<file path="config.mk">
export PLATFORM = sky130hd
export DESIGN_NAME = instr_fetch
export DESIGN_NICKNAME = d
export VERILOG_FILES = /design/src/rtl/instr_fetch.sv
export SDC_FILE = /design/constraint.sdc
export NUM_CORES = 1
export LEC_CHECK = 0
export CORE_MARGIN = 2
export CORE_UTILIZATION = 37
export DETAILED_ROUTE_END_ITERATION = 10
export GPL_ROUTABILITY_DRIVEN = 0
export PLACE_DENSITY = 0.87
export RECOVER_POWER = 25
export SYNTH_ARGS = -nofsm -noshare
export SYNTH_HDL_FRONTEND = slang
export SYNTH_SLANG_ARGS = --single-unit
</file>
<file path="constraint.sdc">
create_clock -name clk -period 2.4 [get_ports clk]
set_clock_uncertainty 0.2 [all_clocks]
set_input_delay 0.36 -clock clk [delete_from_list [all_inputs] [get_ports clk]]
set_output_delay 0.36 -clock clk [all_outputs]
set_load 0.05 [all_outputs]
</file>
<file path="src/rtl/instr_fetch.sv">
// Instruction fetch stage: streams words from a registered block RAM into decode.
// Ports: clk/rst, fetch_en, br_valid/br_target, id_ready, ram_* (BRAM), if_valid/if_instr/if_pc.
module instr_fetch #(
  parameter int WIDTH = 18,
  parameter int DEPTH = 10
) (
  input  logic             clk,
  input  logic             rst,
  input  logic             fetch_en,
  input  logic             br_valid,
  input  logic [DEPTH-1:0] br_target,
  input  logic             id_ready,
  output logic             ram_en,
  output logic             ram_we,
  output logic [DEPTH-1:0] ram_ad,
  output logic [WIDTH-1:0] ram_din,
  input  logic [WIDTH-1:0] ram_dout,
  output logic             if_valid,
  output logic [WIDTH-1:0] if_instr,
  output logic [DEPTH-1:0] if_pc
);

  logic [DEPTH-1:0] pc_q, pc_d;
  logic             pend_q, pend_d;
  logic [DEPTH-1:0] pend_pc_q, pend_pc_d;
  logic             issue;

  assign ram_ad  = br_valid ? br_target : pc_q;
  // A new read may replace the pending word only once decode takes it,
  // so a stall leaves ram_en low and the RAM output frozen.
  assign issue   = !rst && (br_valid || (fetch_en && (!pend_q || id_ready)));
  assign ram_en  = issue;
  assign ram_we  = 1'b0;
  assign ram_din = '0;

  // A redirect kills whatever word is on ram_dout this cycle.
  assign if_valid = pend_q && !br_valid && !rst;
  assign if_instr = ram_dout;
  assign if_pc    = pend_pc_q;

  always_comb begin
    pc_d      = pc_q;
    pend_d    = pend_q;
    pend_pc_d = pend_pc_q;
    if (rst) begin
      pc_d      = '0;
      pend_d    = 1'b0;
      pend_pc_d = '0;
    end else if (issue) begin
      pend_d    = 1'b1;
      pend_pc_d = ram_ad;
      pc_d      = ram_ad + DEPTH'(1);
    end else if (pend_q && id_ready) begin
      pend_d    = 1'b0;
    end
  end

  always_ff @(posedge clk) begin
    pc_q      <= pc_d;
    pend_q    <= pend_d;
    pend_pc_q <= pend_pc_d;
  end

endmodule

</file>
## Word level (Yosys, flattened, before mapping)

Index checks and enable logic that the tools add are counted.

| word-level totals | value |
|---|---|
| register bits after elaboration | 21 |
| bits of input ports | 33 |
| output and inout bits | 59 |
| word-level logic and storage cells | 18 |

| cells by class | value |
|---|---|
| $add $sub $neg | 1 |
| muxes and demuxes | 3 |
| reduce and logical (&&, ||, !) cells | 11 |

Operators by type and width:

| operator | number |
|---|---|
| adder 10 x 1 -> 10 bit (second input constant) | 1 |
| 2-to-1 mux 10 bit | 1 |
| logical AND 1 bit | 5 |
| zero test 1 bit | 3 |
| logical OR 1 bit | 2 |
| 2-to-1 mux 1 bit | 2 |
| nonzero test 2 bit | 1 |

## Longest topological paths before layout

| depth | value |
|---|---|
| word-level depth | 6 |
| depth in mapped cells | 8 |
| gate-level depth less buffers | 7 |

## Worst setup path before layout

Ideal clock, no wire load.

| path | value |
|---|---|
| path type | input-to-output |
| start point | input port rst |
| end point | output port if_valid |
| arrival time | 1.907 ns |
| required time | 1.840 ns |
| path slack | -0.067 ns |
| cell stages on the path | 3 |
| cell sequence | clkbuf_1 > clkbuf_1 > nor3b_1 |

| on the way | value |
|---|---|
| longest elaborated chain between the ends | 2 |

RTL lines:

| item | RTL line | source |
|---|---|---|
| start: declaration | 8 | `input logic rst,` |
| zero test 1 bit | 37 | `assign if_valid = pend_q && !br_valid && !rst;` |
| logical AND 1 bit | 37 |  |
| end: declaration | 18 | `output logic if_valid,` |

Every way passes these cells.

## Final worst setup path

| path | value |
|---|---|
| start point | input port br_valid |
| end point | output port ram_ad[3] |

| on the way | value |
|---|---|
| longest elaborated chain between the ends | 1 |

RTL lines:

| item | RTL line | source |
|---|---|---|
| start: declaration | 10 | `input logic br_valid,` |
| 2-to-1 mux 10 bit | 28 | `assign ram_ad = br_valid ? br_target : pc_q;` |
| end: declaration | 15 | `output logic [DEPTH-1:0] ram_ad,` |

Every way passes these cells.

==> results.sh <==
export IMPL_num_rows=22
export IMPL_setup_viol=0
export IMPL_path_clk_slew_ps=70
export IMPL_cp_end_kind="primary output"
export IMPL_cts_sinks=21
export IMPL_antenna_found_initial=0
export IMPL_portBuffers=36
export IMPL_die_area_sq_um=4420
export IMPL_ys_flop_type="dfxtp_1"
export IMPL_yosysTopAreaCell="dfxtp_1"
export IMPL_vias=1239
export IMPL_syn_area_sq_um=1450
export IMPL_clk_latency_ps=260
export IMPL_layout_commonest_cell="buf_4"
export IMPL_p_sw_share_pct=39.7
export IMPL_post_route_period_util_pct=96.6
export IMPL_grt_start_max_net_pins=25
export IMPL_drv_cap=0
export IMPL_rsz0062_at_grt="false"
export IMPL_power_switching_uw=429
export IMPL_final_nets=241
export IMPL_diodes=0
export IMPL_combPwrFrac_pct=41.4
export IMPL_vias_per_cell=4.88
export IMPL_grt_pass1_wl_um=5190
export IMPL_nFillCells=369
export IMPL_hold_class="reg2reg"
export IMPL_max_freq_mhz=431
export IMPL_intPower_uw=652
export IMPL_synth_edff_count=0
export IMPL_area_growth_pct=26.5
export IMPL_cts_buffer_depth=2
export IMPL_yosysUniqueCellTypes=45
export IMPL_cts_hold_buffers=0
export IMPL_fin_crit_ps=2320
export IMPL_yosys_top_cells_area="dfxtp_1 29%, buf_4 19%, nor2_1 4.7%, a211oi_1 3.1%, mux2i_4 3.1%"
export IMPL_grtUsageTotal_pct=15.4
export IMPL_wl_um=3250
export IMPL_r2r_end="pc_q[8]$_SDFFE_PP0P_"
export IMPL_drive_above_1_share_pct=23.8
export IMPL_tritoncts="built"
export IMPL_slew_viol_final=0
export IMPL_die_h_um=66.5
export IMPL_reg2reg_slack_ps=470
export IMPL_path_max_fanout=6
export IMPL_outcome="completed"
export IMPL_hold_viol_final=0
export IMPL_drc=0
export IMPL_drt_pass1_iter_count=4
export IMPL_tightest_slew_ps=506
export IMPL_clkPwrFrac_pct=21.6
export IMPL_syn_avg_cell_area_sq_um=8.31
export IMPL_critPathCapture="ram_ad[3]"
export IMPL_required_ps=1840
export IMPL_core_area_sq_um=3720
export IMPL_fin_ws_ps=82.1
export IMPL_cts_made_buffers=3
export IMPL_io_pins=92
export IMPL_die_w_um=66.5
export IMPL_ant_nets=0
export IMPL_startpoint="br_valid"
export IMPL_startpoint_type="input port"
export IMPL_synth_seq_cells=21
export IMPL_utilization_pct=49.2
export IMPL_grt_pass1_vias=1138
export IMPL_clock_root_buffer="clkbuf_8"
export IMPL_start_util_pct=38.9
export IMPL_ir_drop_mv=0.558
export IMPL_most_common_layout_cells="27 x buf_4, 24 x clkdlybuf4s50_1, 21 x dfxtp_1, 19 x conb_1, 18 x nor2_1"
export IMPL_pwr_density_cell_nw_per_um2=591
export IMPL_synth_top_area_share_pct=29.1
export IMPL_yosysSeqAreaShare_pct=29.1
export IMPL_sequentialPowerShare_pct=37.0
export IMPL_cp_arrival_ps=1760
export IMPL_p_leak_nw=0.804
export IMPL_cts_resized=0
export IMPL_htreeDepth=1
export IMPL_grt_overflow=0
export IMPL_syn_inst=174
export IMPL_drt_wirelength_per_cell_um=12.8
export IMPL_slew_headroom_pct=66.1
export IMPL_post_dp_hpwl_um=2600
export IMPL_r2r_start="pc_q[1]$_SDFFE_PP0P_"
export IMPL_reg2reg_depth=7
export IMPL_cts_setup_buffers=0
export IMPL_critPathKind="in2out"
export IMPL_yosysWarnings=0
export IMPL_place_ws_ps=-157
export IMPL_drt_iter0_drc=51
export IMPL_async_reset_ff_share_pct=0
-- cell type report --
| cell class | instances | area, sq um | area share [%] |
|---|---|---|---|
| Clock buffer | 3 | 41.3 | 2.26 |
| Sequential cell | 21 | 420 | 23.0 |
| Tap cell | 48 | 60.1 | 3.29 |
| Multi-Input combinational cell | 115 | 729 | 39.9 |
| Clock inverter | 1 | 5.00 | 0.274 |
| Inverter | 10 | 37.5 | 2.05 |
| Timing Repair Buffer | 56 | 534 | 29.2 |
-- worst min path at each step --
stage          slack (ps)            startpoint                    to  depth (start not counted)
6_report              270  pc_q[0]$_SDFFE_PP0P_  pc_q[0]$_SDFFE_PP0P_                          2
5_1_grt               290  pc_q[0]$_SDFFE_PP0P_  pc_q[0]$_SDFFE_PP0P_                          2
4_1_cts               270  pc_q[0]$_SDFFE_PP0P_  pc_q[0]$_SDFFE_PP0P_                          2
3_5_place_dp          260  pc_q[0]$_SDFFE_PP0P_  pc_q[0]$_SDFFE_PP0P_                          2
3_3_place_gp          250  pc_q[0]$_SDFFE_PP0P_  pc_q[0]$_SDFFE_PP0P_                          2
2_1_floorplan         230  pc_q[4]$_SDFFE_PP0P_  pc_q[4]$_SDFFE_PP0P_                          2
-- cell families after synthesis --
logic type | synth area share (%)
other | 0.259
XOR/XNOR | 0.606
flip-flops | 29.1
buffers and inverters | 25.5
adder cells (fa/ha/maj) | 0.866
multiplexers | 9.26
AO/OA/AOI/OAI | 16.7
AND/OR/NAND/NOR | 17.8
-- layer usage --
metal / wire length, um / global-route usage (%)
met1: 1360 / 18.3
met2: 1640 / 27.3
met3: 246 / 4.90
met4: 0 / 2.55
met5: 0 / 0
-- power groups by stage --
stage	Sequential, mW	Clock [mW]	Combinational, mW
4_1_cts	0.399	0.245	0.449
3_5_place_dp	0.407	0	0.448
3_3_place_gp	0.406	0	0.443
6_report	0.400	0.233	0.448
2_1_floorplan	0.454	0	0.353
5_1_grt	0.403	0.262	0.475
-- metrics by stage --
| step | power (mW) | std cells | setup TNS, ps | area, sq um | hold WS, ps |
|---|---|---|---|---|---|
| floorplan | 0.807 | 192 | 0 | 1520 | 231 |
| global placement | 0.849 | 250 | -104 | 1780 | 250 |
| detailed placement | 0.855 | 250 | -369 | 1780 | 264 |
| CTS | 1.09 | 254 | 0 | 1820 | 274 |
| global route | 1.14 | 254 | 0 | 1830 | 291 |
| finish | 1.08 | 254 | 0 | 1830 | 272 |
-- registers in the layout, summed over array words and instances (netlist names) --
register	cells
if_pc	10
pend_q	1
pc_q	10
-- worst max-delay path, cell delays in order --
cell and delay, ps:
clkdlybuf4s50_1 560, buf_4 180, mux2i_1 310, inv_1 140, buf_4 210
-- cells in the mapped netlist, types with 2 or more instances --
cell / instances
buf_4: 37
dfxtp_1: 21
nor2_1: 18
nand2_1: 10
a21oi_1: 8
inv_1: 7
a211oi_1: 6
nand3_1: 6
mux2i_1: 4
nor3_1: 4
a2111oi_0: 3
buf_2: 3
clkbuf_1: 3
inv_2: 3
mux2_2: 3
nand4_1: 3
a2111o_1: 2
a31oi_1: 2
buf_6: 2
mux2i_4: 2
nand3b_1: 2
o211ai_1: 2
(Power assumes the default switching activity.)
==> RTL edit 1, RTL diff (config.mk and constraints unchanged) <==
Set the parameter `DEPTH` to 11 (it was 10).
--- a/src/rtl/instr_fetch.sv
+++ b/src/rtl/instr_fetch.sv
@@ -2,7 +2,7 @@
 // Ports: clk/rst, fetch_en, br_valid/br_target, id_ready, ram_* (BRAM), if_valid/if_instr/if_pc.
 module instr_fetch #(
   parameter int WIDTH = 18,
-  parameter int DEPTH = 10
+  parameter int DEPTH = 11
 ) (
   input  logic             clk,
   input  logic             rst,
Interface: changed (resized br_target, if_pc and ram_ad); port bits go from 92 to 95. No check against the original RTL was run, so the function may have changed too.
==> RTL edit 1 against the original RTL <==
Design area decreased by 2.6%. Wire length shrank 2.8%. Sequential cell count rose by 2. Sequential power is 7.5% higher. Worst setup slack lost 0.017 ns. Clock power up 6%. Count of clock-buffer cells in the layout is the same. Synthesized cell count fell by 10%. Via count fell by 8.1%. Area after synthesis fell by 1.0%. Power shrank 0.27%. Critical path type unchanged. Largest cell class unchanged. Largest power group is now sequential cells.
==> RTL edit 1: results (changes against the original RTL) <==
- Distinct cells, synth: 38 (-16%)
- Leak: 0.723 nW (-10%)
- Slew of the pin with the lowest slew margin: 0.502 ns (-0.00475 ns)
- I/O Buffers: 39 (+8.3%)
- Max FO, Critical Path: 23 (+17)
- Drt initial violations: 42 (-18%)
- Hold endpoint: if_pc[5]
- Routed WL: 3160 um (-2.8%)
- Status: completed
- Commonest cells post-synth: 37 x buf_4, 23 x dfxtp_1, 12 x nand2_1
- Setup slack, reg-to-reg: 0.61 ns (+0.14 ns)
- DP HPWL: 2410 um (-7.4%)
- Gr usage total: 15.0% (-0.41 points)
- Switching power: 414 uW (-3.4%)
- Top sig layer: met4
- Worst Min Path Start: if_pc[5]
- Metal3 WL: 271 um (+10%)
- Grt met3 use: 4.09% (-0.81 points)
- Worst r2r src: pc_q[1]
- Worst setup startpoint: br_valid
- Via Count: 1139 (-8.1%)
- Hold WS: 0.260 ns (-0.0125 ns)
- Largest cells by area after synthesis: dfxtp_1 32%, buf_4 19%, mux2_2 7.1%
- Post_cts resized: 0 (unchanged)
- Metal2 WL: 1460 um (-11%)
- Seq/Total Area, Yosys: 32.2% (+3.1 points)
- Largest net degree at the start of global routing: 24 (-4.0%)
- CP endpoint: ram_ad[8]
- RR Endpoint: pc_q[6]
- Antenna violations before repair: 0 (unchanged)
- Final Net Count: 220 (-8.7%)
- Global-route wire length before repair: 5080 um (-2.1%)
- Critical Path Max Stage Delay: 0.58 ns (+0.02 ns)
- Worst-skew pair later-pin latency: ~0.27 ns
- Met1 Usage GRT: 18.8% (+0.51 points)
- Grt met2 use: 24.9% (-2.4 points)
- Max VDD drop: 0.000412 V (-26%)
- Clock root cell: clkbuf_8
==> RTL edit 1: changes by cell type in the layout (fill, tap and decap cells not counted), sizes merged, moves of 3 or more <==
| cell | delta |
|---|---|
| nor2 | -15 |
| a22o | +10 |
| buf | -8 |
| o21ai | +8 |
| inv | -6 |
| a21oi | -5 |
| mux2 | +5 |
| nor3 | -5 |
| a211oi | -4 |
| mux2i | -4 |
| a2111oi | -3 |
| xnor2 | +3 |
==> RTL edit 1: cell families after synthesis <==
| family | share of synthesized area [%] |
|---|---|
| xor+xnor | 2.45 |
| other cells | 0.262 |
| buf+inv | 24.1 |
| mux | 8.49 |
| compound gates | 18.5 |
| flops | 32.2 |
| fa+ha+maj | 0.875 |
| simple gates | 13.2 |
==> RTL edit 1: power groups by stage <==
stage          clock network, mW  registers [mW]  logic, mW
6_report                   0.248           0.430      0.399
5_1_grt                    0.275           0.435      0.419
4_1_cts                    0.256           0.430      0.396
3_5_place_dp                   0           0.438      0.395
3_3_place_gp                   0           0.437      0.392
2_1_floorplan                  0           0.478      0.331
==> RTL edit 1: cell type report <==
class | instances | area, sq um
Tap cell | 48 | 60.1
Timing Repair Buffer | 50 | 490
Clock inverter | 1 | 7.51
Fill cell | 354 | 1910
Sequential cell | 23 | 460
Inverter | 5 | 18.8
Clock buffer | 3 | 41.3
Multi-Input combinational cell | 102 | 702
==> RTL edit 1: through the flow <==
step           setup slack (ns)  util, %  instance area, sq um  instances  setup TNS (ns)
6_report                 0.0646     48.3                  1780        232               0
5_1_grt                 0.00476     48.3                  1780        232               0
4_1_cts                 0.00142     47.8                  1760        232               0
3_5_place_dp             -0.130     46.5                  1720        228          -0.215
3_3_place_gp            -0.0102     46.5                  1720        228         -0.0121
2_1_floorplan            0.0277        -                  1500        174               0
==> RTL edit 2, RTL diff (config.mk and constraints unchanged) <==
Made on the original files. Register the input `br_target` before use, without a reset. The logic sees it one clock later. The other inputs are not delayed to match.
--- a/src/rtl/instr_fetch.sv
+++ b/src/rtl/instr_fetch.sv
@@ -20,12 +20,18 @@
   output logic [DEPTH-1:0] if_pc
 );
 
+  logic [DEPTH-1:0] br_target_q;
+
+  always_ff @(posedge clk) begin
+    br_target_q <= br_target;
+  end
+
   logic [DEPTH-1:0] pc_q, pc_d;
   logic             pend_q, pend_d;
   logic [DEPTH-1:0] pend_pc_q, pend_pc_d;
   logic             issue;
 
-  assign ram_ad  = br_valid ? br_target : pc_q;
+  assign ram_ad  = br_valid ? br_target_q : pc_q;
   // A new read may replace the pending word only once decode takes it,
   // so a stall leaves ram_en low and the RAM output frozen.
   assign issue   = !rst && (br_valid || (fetch_en && (!pend_q || id_ready)));
Behaviour: not the same (a bounded check fails within 4 cycles, from zero or initial values and one cycle with rst high).
==> RTL edit 2 against the original RTL <==
Sequential power rose by 44%. Maximum frequency rose by 0.70%. Combinational power fell by 6.7%. Sequential cell count rose by 10. Power rose by 42%. Die area rose by 11%. First-iteration DRC count rose by 7.8%. Design area rose by 13%. Worst setup slack improved by 0.016 ns. Critical path type unchanged. Wire length rose by 0.77%. Area after synthesis rose by 12%. Global-route usage fell by 1.0 points. Via count fell by 0.97%.
==> RTL edit 2: results (changes against the original RTL) <==
- Leak: 0.925 nW (+15%)
- Max VDD drop: 0.000339 V (-39%)
- Grt met2 use: 20.8% (-6.4 points)
- H-tree depth: 2 (+1)
- Seq/Total Area, Yosys: 38.3% (+9.2 points)
- # fillers: 407 (+10%)
- Final Net Count: 242 (+0.41%)
- Worst slew margin: 66.6% (+0.45 points)
- Status: completed
- Pre-CTS setup slack: 0.0141 ns (+0.171 ns)
- Routed WL: 3280 um (+0.77%)
- Critical Path Max Stage Delay: 0.45 ns (-0.11 ns)
- Worst-skew pair later-pin latency: 0.29 ns (+0.03 ns)
- DP HPWL: 2500 um (-3.8%)
- Gr usage total: 14.4% (-1.0 points)
- Finished Core Util: 48.1% (-1.1 points)
- Period utilisation layout: 95.9% (-0.67 points)
- Vias in the first global route: 1165 (+2.4%)
- Max FO, Critical Path: 16 (+10)
- Drt initial violations: 55 (+7.8%)
- Via-to-Cell Ratio: 4.70 (-3.6%)
- Global-route wire length before repair: 5510 um (+6.3%)
- Cell area after placement: 1950 sq um (+9.4%)
- Grt met3 use: 6.35% (+1.5 points)
- WP data arrival: 1.74 ns (-0.02 ns)
- Fraction of layout cells with a size suffix above 1: 20.1% (-3.7 points)
- Post-placement cell count: 253 (+1.2%)
- Syn Area/Cell: 9.10 sq um (+9.6%)
- Distinct cells, synth: 43 (-4.4%)
- Largest cells by area after synthesis: dfxtp_1 38%, buf_4 17%, nor2_1 3.5%
- Cts bufs inserted: 5 (+2)
## RTL edit 2: cell types whose count changed after synthesis, sizes merged, moves of 3 or more
cell,delta
dfxtp,+10
nand2b,+4
a2111oi,-3
nand3,-3
nor2,-3
o21ai,+3
xnor2,+3
## RTL edit 2: final timing paths
check                           startpoint   endpoint  slack, ns  depth (start not counted)
worst min register to register    if_pc[2]   if_pc[2]       0.30                          2
worst max-delay path              br_valid  ram_ad[8]        0.1                          7
worst min-delay path              if_pc[2]   if_pc[2]       0.30                          2
worst max register to register     pc_q[0]    pc_q[6]       0.77                          6
## RTL edit 2: logic make-up (layout without fill, tap and decap cells)
kind of cell               after synthesis  count (layout)  share of synthesized area (%)
muxes                                    7               7                           4.94
adders and majority gates                1               1                          0.772
other                                    1              19                          0.231
xor gates and xnor gates                 4               4                           2.16
DFF                                     31              31                           38.3
AOI/OAI and AO/OA                       31              31                           14.6
buffers and inverters                   52              65                           22.1
and+or+nand+nor                         51              51                           16.9
## RTL edit 2: layer usage
metal	up-vias	part of all wire, %	wire (um)
met1	557	44	1440
met4	0	3.2	106
met3	13	8.0	263
met2	49	45	1460
li1	608	-	-
met5	-	0	0
## RTL edit 2: area by class of cell
cell class,instances,area share (%)
clock buffer,6,4.00
inverter,8,1.45
tap,52,3.15
multi-input combinational,113,34.6
timing repair buffer,49,25.1
sequential,31,30.0
clock inverter,2,1.69
## RTL edit 2: power breakdown
part	leakage (nW)	switching, mW	total (mW)	internal [mW]
registers	0.258	0.0242	0.577	0.553
clock network	0.0612	0.200	0.535	0.336
logic	0.606	0.273	0.418	0.145
total	0.925	0.497	1.53	1.03
